==> config.mk <==
export PLATFORM = sky130hd
export DESIGN_NAME = pwm_measure
export DESIGN_NICKNAME = d
export VERILOG_FILES = /design/src/rtl/pwm_measure_pkg.sv /design/src/rtl/sync_edge_detect.sv /design/src/rtl/pwm_measure.sv
export SDC_FILE = /design/constraint.sdc
export NUM_CORES = 1
export LEC_CHECK = 0
export ABC_CLOCK_PERIOD_IN_PS = 2800
export CAP_MARGIN = 20
export CORE_UTILIZATION = 45
export DETAILED_ROUTE_END_ITERATION = 8
export GPL_ROUTABILITY_DRIVEN = 0
export GPL_TIMING_DRIVEN = 1
export HOLD_SLACK_MARGIN = 0.02
export PLACE_DENSITY_LB_ADDON = 0.12
export SYNTH_ARGS = -nofsm -noshare
export SYNTH_HDL_FRONTEND = slang
export SYNTH_HIERARCHICAL = 1
export SYNTH_SLANG_ARGS = --single-unit
==> constraint.sdc <==
create_clock -name clkCore -period 2.8 [get_ports clkCore]
set_clock_uncertainty 0.1 [all_clocks]
set_input_delay 0.28 -clock clkCore [delete_from_list [all_inputs] [get_ports clkCore]]
set_output_delay 0.28 -clock clkCore [all_outputs]
set_load 0.02 [all_outputs]
==> src/rtl/pwm_measure_pkg.sv <==
// Shared types and helpers for the PWM period measurement block.
package pwm_measure_pkg;

    typedef enum logic [1:0] {
        ACQ   = 2'd0,
        HIGH  = 2'd1,
        LOW   = 2'd2,
        STUCK = 2'd3
    } state_t;

    localparam int DEF_W           = 7;
    localparam int DEF_TIMEOUT_CYC = 255;

    // Increment that sticks at lim instead of wrapping.
    function automatic logic [31:0] sat_inc(input logic [31:0] v, input logic [31:0] lim);
        return (v >= lim) ? lim : v + 32'd1;
    endfunction

endpackage

==> src/rtl/sync_edge_detect.sv <==
// Multi-flop synchronizer for an asynchronous line, plus one extra flop for edge detection.
module sync_edge_detect #(
    parameter int SYNC_STAGES = 2
) (
    input  logic i_clk,
    input  logic i_rst_n,
    input  logic i_async,
    output logic o_s,
    output logic o_rise,
    output logic o_fall
);

    logic [SYNC_STAGES-1:0] r_sync;
    logic                   r_s_prev;

    always_ff @(posedge i_clk or negedge i_rst_n) begin
        if (!i_rst_n) begin
            r_sync   <= '0;
            r_s_prev <= 1'b0;
        end else begin
            r_sync   <= {r_sync[SYNC_STAGES-2:0], i_async};
            r_s_prev <= r_sync[SYNC_STAGES-1];
        end
    end

    assign o_s    = r_sync[SYNC_STAGES-1];
    assign o_rise = o_s & ~r_s_prev;
    assign o_fall = ~o_s & r_s_prev;

endmodule

==> src/rtl/pwm_measure.sv <==
// Measures high/low phase lengths of each PWM period on the core clock and flags a stuck line.
// Handshake: valid is a single-cycle strobe with no ready; high_cnt/low_cnt/ovf hold until the next strobe.
module pwm_measure
    import pwm_measure_pkg::*;
#(
    parameter int W           = DEF_W,
    parameter int SYNC_STAGES = 2,
    parameter int TIMEOUT_CYC = DEF_TIMEOUT_CYC
) (
    input  logic         clkCore,
    input  logic         reset_n,
    input  logic         signal,
    output logic [W-1:0] high_cnt,
    output logic [W-1:0] low_cnt,
    output logic         valid,
    output logic         ovf,
    output logic         stuck,
    output logic         stuck_level,
    output state_t       o_dbg_state
);

    localparam int            IW       = $clog2(TIMEOUT_CYC + 1);
    localparam logic [W-1:0]  CNT_MAX  = '1;
    localparam logic [IW-1:0] IDLE_MAX = '1;
    localparam logic [IW-1:0] IDLE_LIM = IW'(TIMEOUT_CYC);

    logic          w_s;
    logic          w_rise;
    logic          w_fall;
    logic          w_edge;
    logic [IW-1:0] w_idle_nxt;
    logic          w_timeout;
    logic [W-1:0]  w_hcnt_inc;
    logic [W-1:0]  w_lcnt_inc;
    logic          w_publish;
    logic          w_start_high;
    logic          w_start_low;
    logic          w_go_stuck;
    logic          w_leave_stuck;

    state_t        r_state;
    state_t        w_state_nxt;
    logic [IW-1:0] r_idle;
    logic [W-1:0]  r_hcnt;
    logic [W-1:0]  r_lcnt;
    logic          r_sat;
    logic [W-1:0]  r_high_cnt;
    logic [W-1:0]  r_low_cnt;
    logic          r_valid;
    logic          r_ovf;
    logic          r_stuck;
    logic          r_stuck_level;

    sync_edge_detect #(.SYNC_STAGES(SYNC_STAGES)) u_sync (
        .i_clk   (clkCore),
        .i_rst_n (reset_n),
        .i_async (signal),
        .o_s     (w_s),
        .o_rise  (w_rise),
        .o_fall  (w_fall)
    );

    assign w_edge     = w_rise | w_fall;
    assign w_idle_nxt = w_edge ? '0 : IW'(sat_inc(32'(r_idle), 32'(IDLE_MAX)));
    // An edge in the same cycle always beats the timeout.
    assign w_timeout  = ~w_edge && (w_idle_nxt == IDLE_LIM);
    assign w_hcnt_inc = W'(sat_inc(32'(r_hcnt), 32'(CNT_MAX)));
    assign w_lcnt_inc = W'(sat_inc(32'(r_lcnt), 32'(CNT_MAX)));

    always_ff @(posedge clkCore or negedge reset_n) begin
        if (!reset_n) begin
            r_state <= ACQ;
        end else begin
            r_state <= w_state_nxt;
        end
    end

    always_comb begin
        w_state_nxt = r_state;
        case (r_state)
            ACQ: begin
                if (w_rise)         w_state_nxt = HIGH;
                else if (w_timeout) w_state_nxt = STUCK;
            end
            HIGH: begin
                if (w_fall)         w_state_nxt = LOW;
                else if (w_timeout) w_state_nxt = STUCK;
            end
            LOW: begin
                if (w_rise)         w_state_nxt = HIGH;
                else if (w_timeout) w_state_nxt = STUCK;
            end
            STUCK: begin
                if (w_rise)         w_state_nxt = HIGH;
                else if (w_fall)    w_state_nxt = ACQ;
            end
            default: w_state_nxt = ACQ;
        endcase
    end

    always_comb begin
        w_publish     = 1'b0;
        w_start_high  = 1'b0;
        w_start_low   = 1'b0;
        w_go_stuck    = 1'b0;
        w_leave_stuck = 1'b0;
        case (r_state)
            ACQ: begin
                w_start_high = w_rise;
                w_go_stuck   = w_timeout;
            end
            HIGH: begin
                w_start_low  = w_fall;
                w_go_stuck   = w_timeout;
            end
            LOW: begin
                w_publish    = w_rise;
                w_start_high = w_rise;
                w_go_stuck   = w_timeout;
            end
            STUCK: begin
                w_start_high  = w_rise;
                w_leave_stuck = w_edge;
            end
            default: ;
        endcase
    end

    always_ff @(posedge clkCore or negedge reset_n) begin
        if (!reset_n) begin
            r_idle        <= '0;
            r_hcnt        <= '0;
            r_lcnt        <= '0;
            r_sat         <= 1'b0;
            r_high_cnt    <= '0;
            r_low_cnt     <= '0;
            r_valid       <= 1'b0;
            r_ovf         <= 1'b0;
            r_stuck       <= 1'b0;
            r_stuck_level <= 1'b0;
        end else begin
            r_idle  <= w_idle_nxt;
            r_valid <= w_publish;
            if (w_publish) begin
                r_high_cnt <= r_hcnt;
                r_low_cnt  <= r_lcnt;
                r_ovf      <= r_sat;
            end
            // The edge cycle is already cycle 1 of the new phase.
            if (w_start_high) begin
                r_hcnt <= W'(1);
                r_lcnt <= '0;
                r_sat  <= 1'b0;
            end else if (w_start_low) begin
                r_lcnt <= W'(1);
            end else if (r_state == HIGH) begin
                r_hcnt <= w_hcnt_inc;
                if (r_hcnt == CNT_MAX) r_sat <= 1'b1;
            end else if (r_state == LOW) begin
                r_lcnt <= w_lcnt_inc;
                if (r_lcnt == CNT_MAX) r_sat <= 1'b1;
            end
            if (w_go_stuck) begin
                r_stuck       <= 1'b1;
                r_stuck_level <= w_s;
            end else if (w_leave_stuck) begin
                r_stuck <= 1'b0;
            end
        end
    end

    assign high_cnt    = r_high_cnt;
    assign low_cnt     = r_low_cnt;
    assign valid       = r_valid;
    assign ovf         = r_ovf;
    assign stuck       = r_stuck;
    assign stuck_level = r_stuck_level;
    assign o_dbg_state = r_state;

endmodule

==> results by group <==
CTS
  – Post-CTS Resized: 0
  – CTS Buffer Depth: 2
  – Clock latency on the worst-skew pair: 0.29 ns
  – CTS tree: built
  – Postcts setup bufs: 0
  – Clock transition at path regs: 0.09 ns
  – Clock sinks: 46
  – Hold_buf cts: 0
  – # H-tree levels: 2
  – CTS Buf Count: 5
  – Root buf cell: clkbuf_8

Power
  – Clock Power Share: 22.1%
  – Internal Pwr Total: 1.23 mW
  – Sw power: 635 uW
  – Worst VDD drop: 269 uV
  – Power Dens Cells: 732 mW/mm^2
  – Logic gate share of total power: 28.9%
  – Switching Fraction: 34.1%
  – Sequential Power Share: 49.0%
  – Lkg Pwr: 1.16 nW

Hold path
  – WHS Path Cells: 0
  – Min-Delay Endpoint: u_sync/r_sync[1]$_DFF_PN0_
  – Worst hold path type: flip-flop to flip-flop
  – Worst Hold Launch: u_sync/r_sync[0]$_DFF_PN0_

Logic synthesis
  – Synth Flop Type: dfrtp_1
  – Syn Area/Cell: 10.7 um^2
  – Register area share after synthesis: 52.9%
  – #FFs+latches synth: 46
  – Synth Instances: 203
  – Post-Synthesis Net Count: 209
  – Area of the mapped netlist: 0.00217 mm^2
  – Async SR Flop Fraction: 100%
  – Post-synth EDFFs: 0
  – Warnings, synthesis: 6
  – Netlist cell types: 47

Worst setup path
  – Setup Crit Path Kind: flip-flop to flip-flop
  – R2r startpoint: r_idle[0]$_DFF_PN0_
  – CP max FO: 5
  – CP endpoint kind: flip-flop
  – CP required: 2.87 ns
  – FF-to-FF setup slack: 0.70 ns
  – Worst-case reg-to-reg path depth: 6
  – CP Launch Type: flip-flop
  – Worst reg2reg path endpoint: stuck_level$_DFFE_PN0P_
  – Crit path DAT: 2.17 ns

Placement
  – DP Worst Slack: 0.743 ns
  – I/O Buffers: 22
  – Post-Place Cell Area: 0.00243 mm^2
  – Post-DP HPWL: 2950 um

Timing
  – Tmin final: 2.10 ns
  – Period utilization: 74.9%
  – Final hold vios: 0
  – Slew margin rel.: 65.8%
  – RSZ-0062 raised after global routing: no
  – Max-slew violation count: 0
  – Worst Tran Pin Value: 0.513 ns
  – Max Clock Freq: 477 MHz
  – # setup viols final: 0
  – Setup WS post-layout: 0.704 ns
  – Post-route setup TNS: 0 ns

Finish
  – # diodes: 0
  – Final Util: 56.6%
  – Layout cell share with drive strength beyond 1: 7.83%
  – Nets: 235
  – Fin area: 0.00255 mm^2
  – Area grow syn2layout: 17.1%

Die
  – Initial Util: 48.3%
  – Vert. Die Dim: 71.5 um
  – Top Ports: 23
  – Die width: 71.5 um
  – Rows: 24
  – Die area: 0.00511 mm^2
  – Core Area: 0.00450 mm^2

GRT
  – Pin count of the biggest net entering global routing: 47
  – All-Layer GR Usage: 18.0%
  – Global-route wire length before repair: 7260 um
  – Grt ovf: 0
  – Initial antenna violation count: 0
  – Vias in the first global route: 1576

Route
  – Final WL: 4170 um
  – Antenna Violating Nets Remaining: 0
  – Drt drc: 0
  – Pre-antenna DRT Iters: 4
  – Via/cell ratio: 5.74
  – Vias: 1620
  – WL/cell: 14.8 um
  – 1st-iter DRT viols: 131

Outcome
  – Outcome: completed

Flow run
  – Maxcap violations: 0
## routing by layer
layer  share of wire, %  vias up  global-route usage (%)
met5                  0        -                       0
met4                1.3        0                    5.88
met3                3.8        6                    4.50
met2                 49       40                    30.3
met1                 46      785                    22.9
li1                   -      789                       -
## cell usage in the layout, fill, tap and decap left out, types with 4 or more instances in the layout
| cell | instances |
|---|---|
| nand3_1 | 10 |
| clkbuf_8 | 6 |
| inv_1 | 9 |
| clkdlybuf4s50_1 | 21 |
| o21ai_1 | 4 |
| dfrtp_1 | 46 |
| a31oi_1 | 5 |
| nor2_1 | 11 |
| a21oi_1 | 19 |
| o21ai_0 | 8 |
| nand4_1 | 4 |
| nand2_1 | 19 |
| mux2_1 | 14 |
## per-stage QoR
| stage | cells | hold WS [ns] | power [mW] |
|---|---|---|---|
| 3_3_place_gp | 272 | 0.249 | 1.44 |
| 5_1_grt | 282 | 0.274 | 1.98 |
| 2_1_floorplan | 203 | -0.116 | 1.25 |
| 3_5_place_dp | 272 | 0.246 | 1.47 |
| 4_1_cts | 280 | 0.0953 | 1.88 |
| 6_report | 282 | 0.261 | 1.86 |
## cells by family (layout without fill, tap and decap cells)
kind of cell	count (synthesis)	count (layout)	synth area share, %
XOR/XNOR	2	2	0.806
AND/OR/NAND/NOR	68	68	18.0
AO/OA/AOI/OAI	52	52	15.1
adder cells (fa/ha/maj)	3	3	1.73
multiplexers	15	15	7.71
buffers and inverters	17	44	3.74
flip-flops	46	46	52.9
## sequential cells by signal, summed over array words and instances (netlist names)
register and count:
r_idle 8, high_cnt 7, low_cnt 7, r_hcnt 7, r_lcnt 7, o_dbg_state 2
u_sync/r_sync 2, ovf 1, r_sat 1, stuck 1, stuck_level 1, u_sync/r_s_prev 1
valid 1
## cells in the mapped netlist (all sizes together), types with 2 or more instances
master	count	area [um^2]
clkbuf	3	11.3
ha	3	37.5
and2	2	12.5
nor3	4	31.3
and3	3	18.8
inv	10	37.5
nand3	10	50.1
nand2	19	71.3
a22o	3	26.3
o21ai	12	60.1
nand2b	3	18.8
nor2b	3	18.8
a21oi	19	95.1
mux2	14	158
nand4	4	25.0
xnor2	2	17.5
nor2	11	41.3
dfrtp	46	1150
a31oi	5	31.3
nor4b	2	38.8
buf	4	32.5
## final cells by class
cell class | instances | area (um^2)
clock buffer | 7 | 86.3
fill | 407 | 1960
multi-input combinational | 140 | 942
clock inverter | 1 | 5.00
tap | 52 | 65.1
inverter | 10 | 37.5
timing repair buffer | 26 | 260
sequential | 46 | 1150
## power groups by stage
stage	registers (mW)	clock network, mW	logic, mW
floorplan	0.951	0	0.301
global placement	0.919	0	0.525
detailed placement	0.929	0	0.538
CTS	0.914	0.426	0.541
global route	0.941	0.441	0.600
finish	0.914	0.412	0.538
## worst max-delay path by stage
stage / startpoint / endpoint / cells past startpoint
2_1_floorplan: r_idle[0]$_DFF_PN0_ / stuck_level$_DFFE_PN0P_ / 6
3_3_place_gp: r_idle[0]$_DFF_PN0_ / stuck_level$_DFFE_PN0P_ / 6
3_5_place_dp: r_idle[0]$_DFF_PN0_ / stuck_level$_DFFE_PN0P_ / 6
4_1_cts: r_idle[0]$_DFF_PN0_ / stuck_level$_DFFE_PN0P_ / 6
5_1_grt: u_sync/r_sync[1]$_DFF_PN0_ / r_lcnt[3]$_DFFE_PN0P_ / 6
6_report: r_idle[0]$_DFF_PN0_ / stuck_level$_DFFE_PN0P_ / 6
## worst max-delay path: stages (launching register included)
cell	delay [ns]
dfrtp_1	0.44
ha_1	0.28
xnor2_1	0.18
nor4b_2	0.26
a21oi_1	0.11
nor4b_4	0.27
mux2_1	0.34
Note: power is estimated with default switching activity, not from simulation.
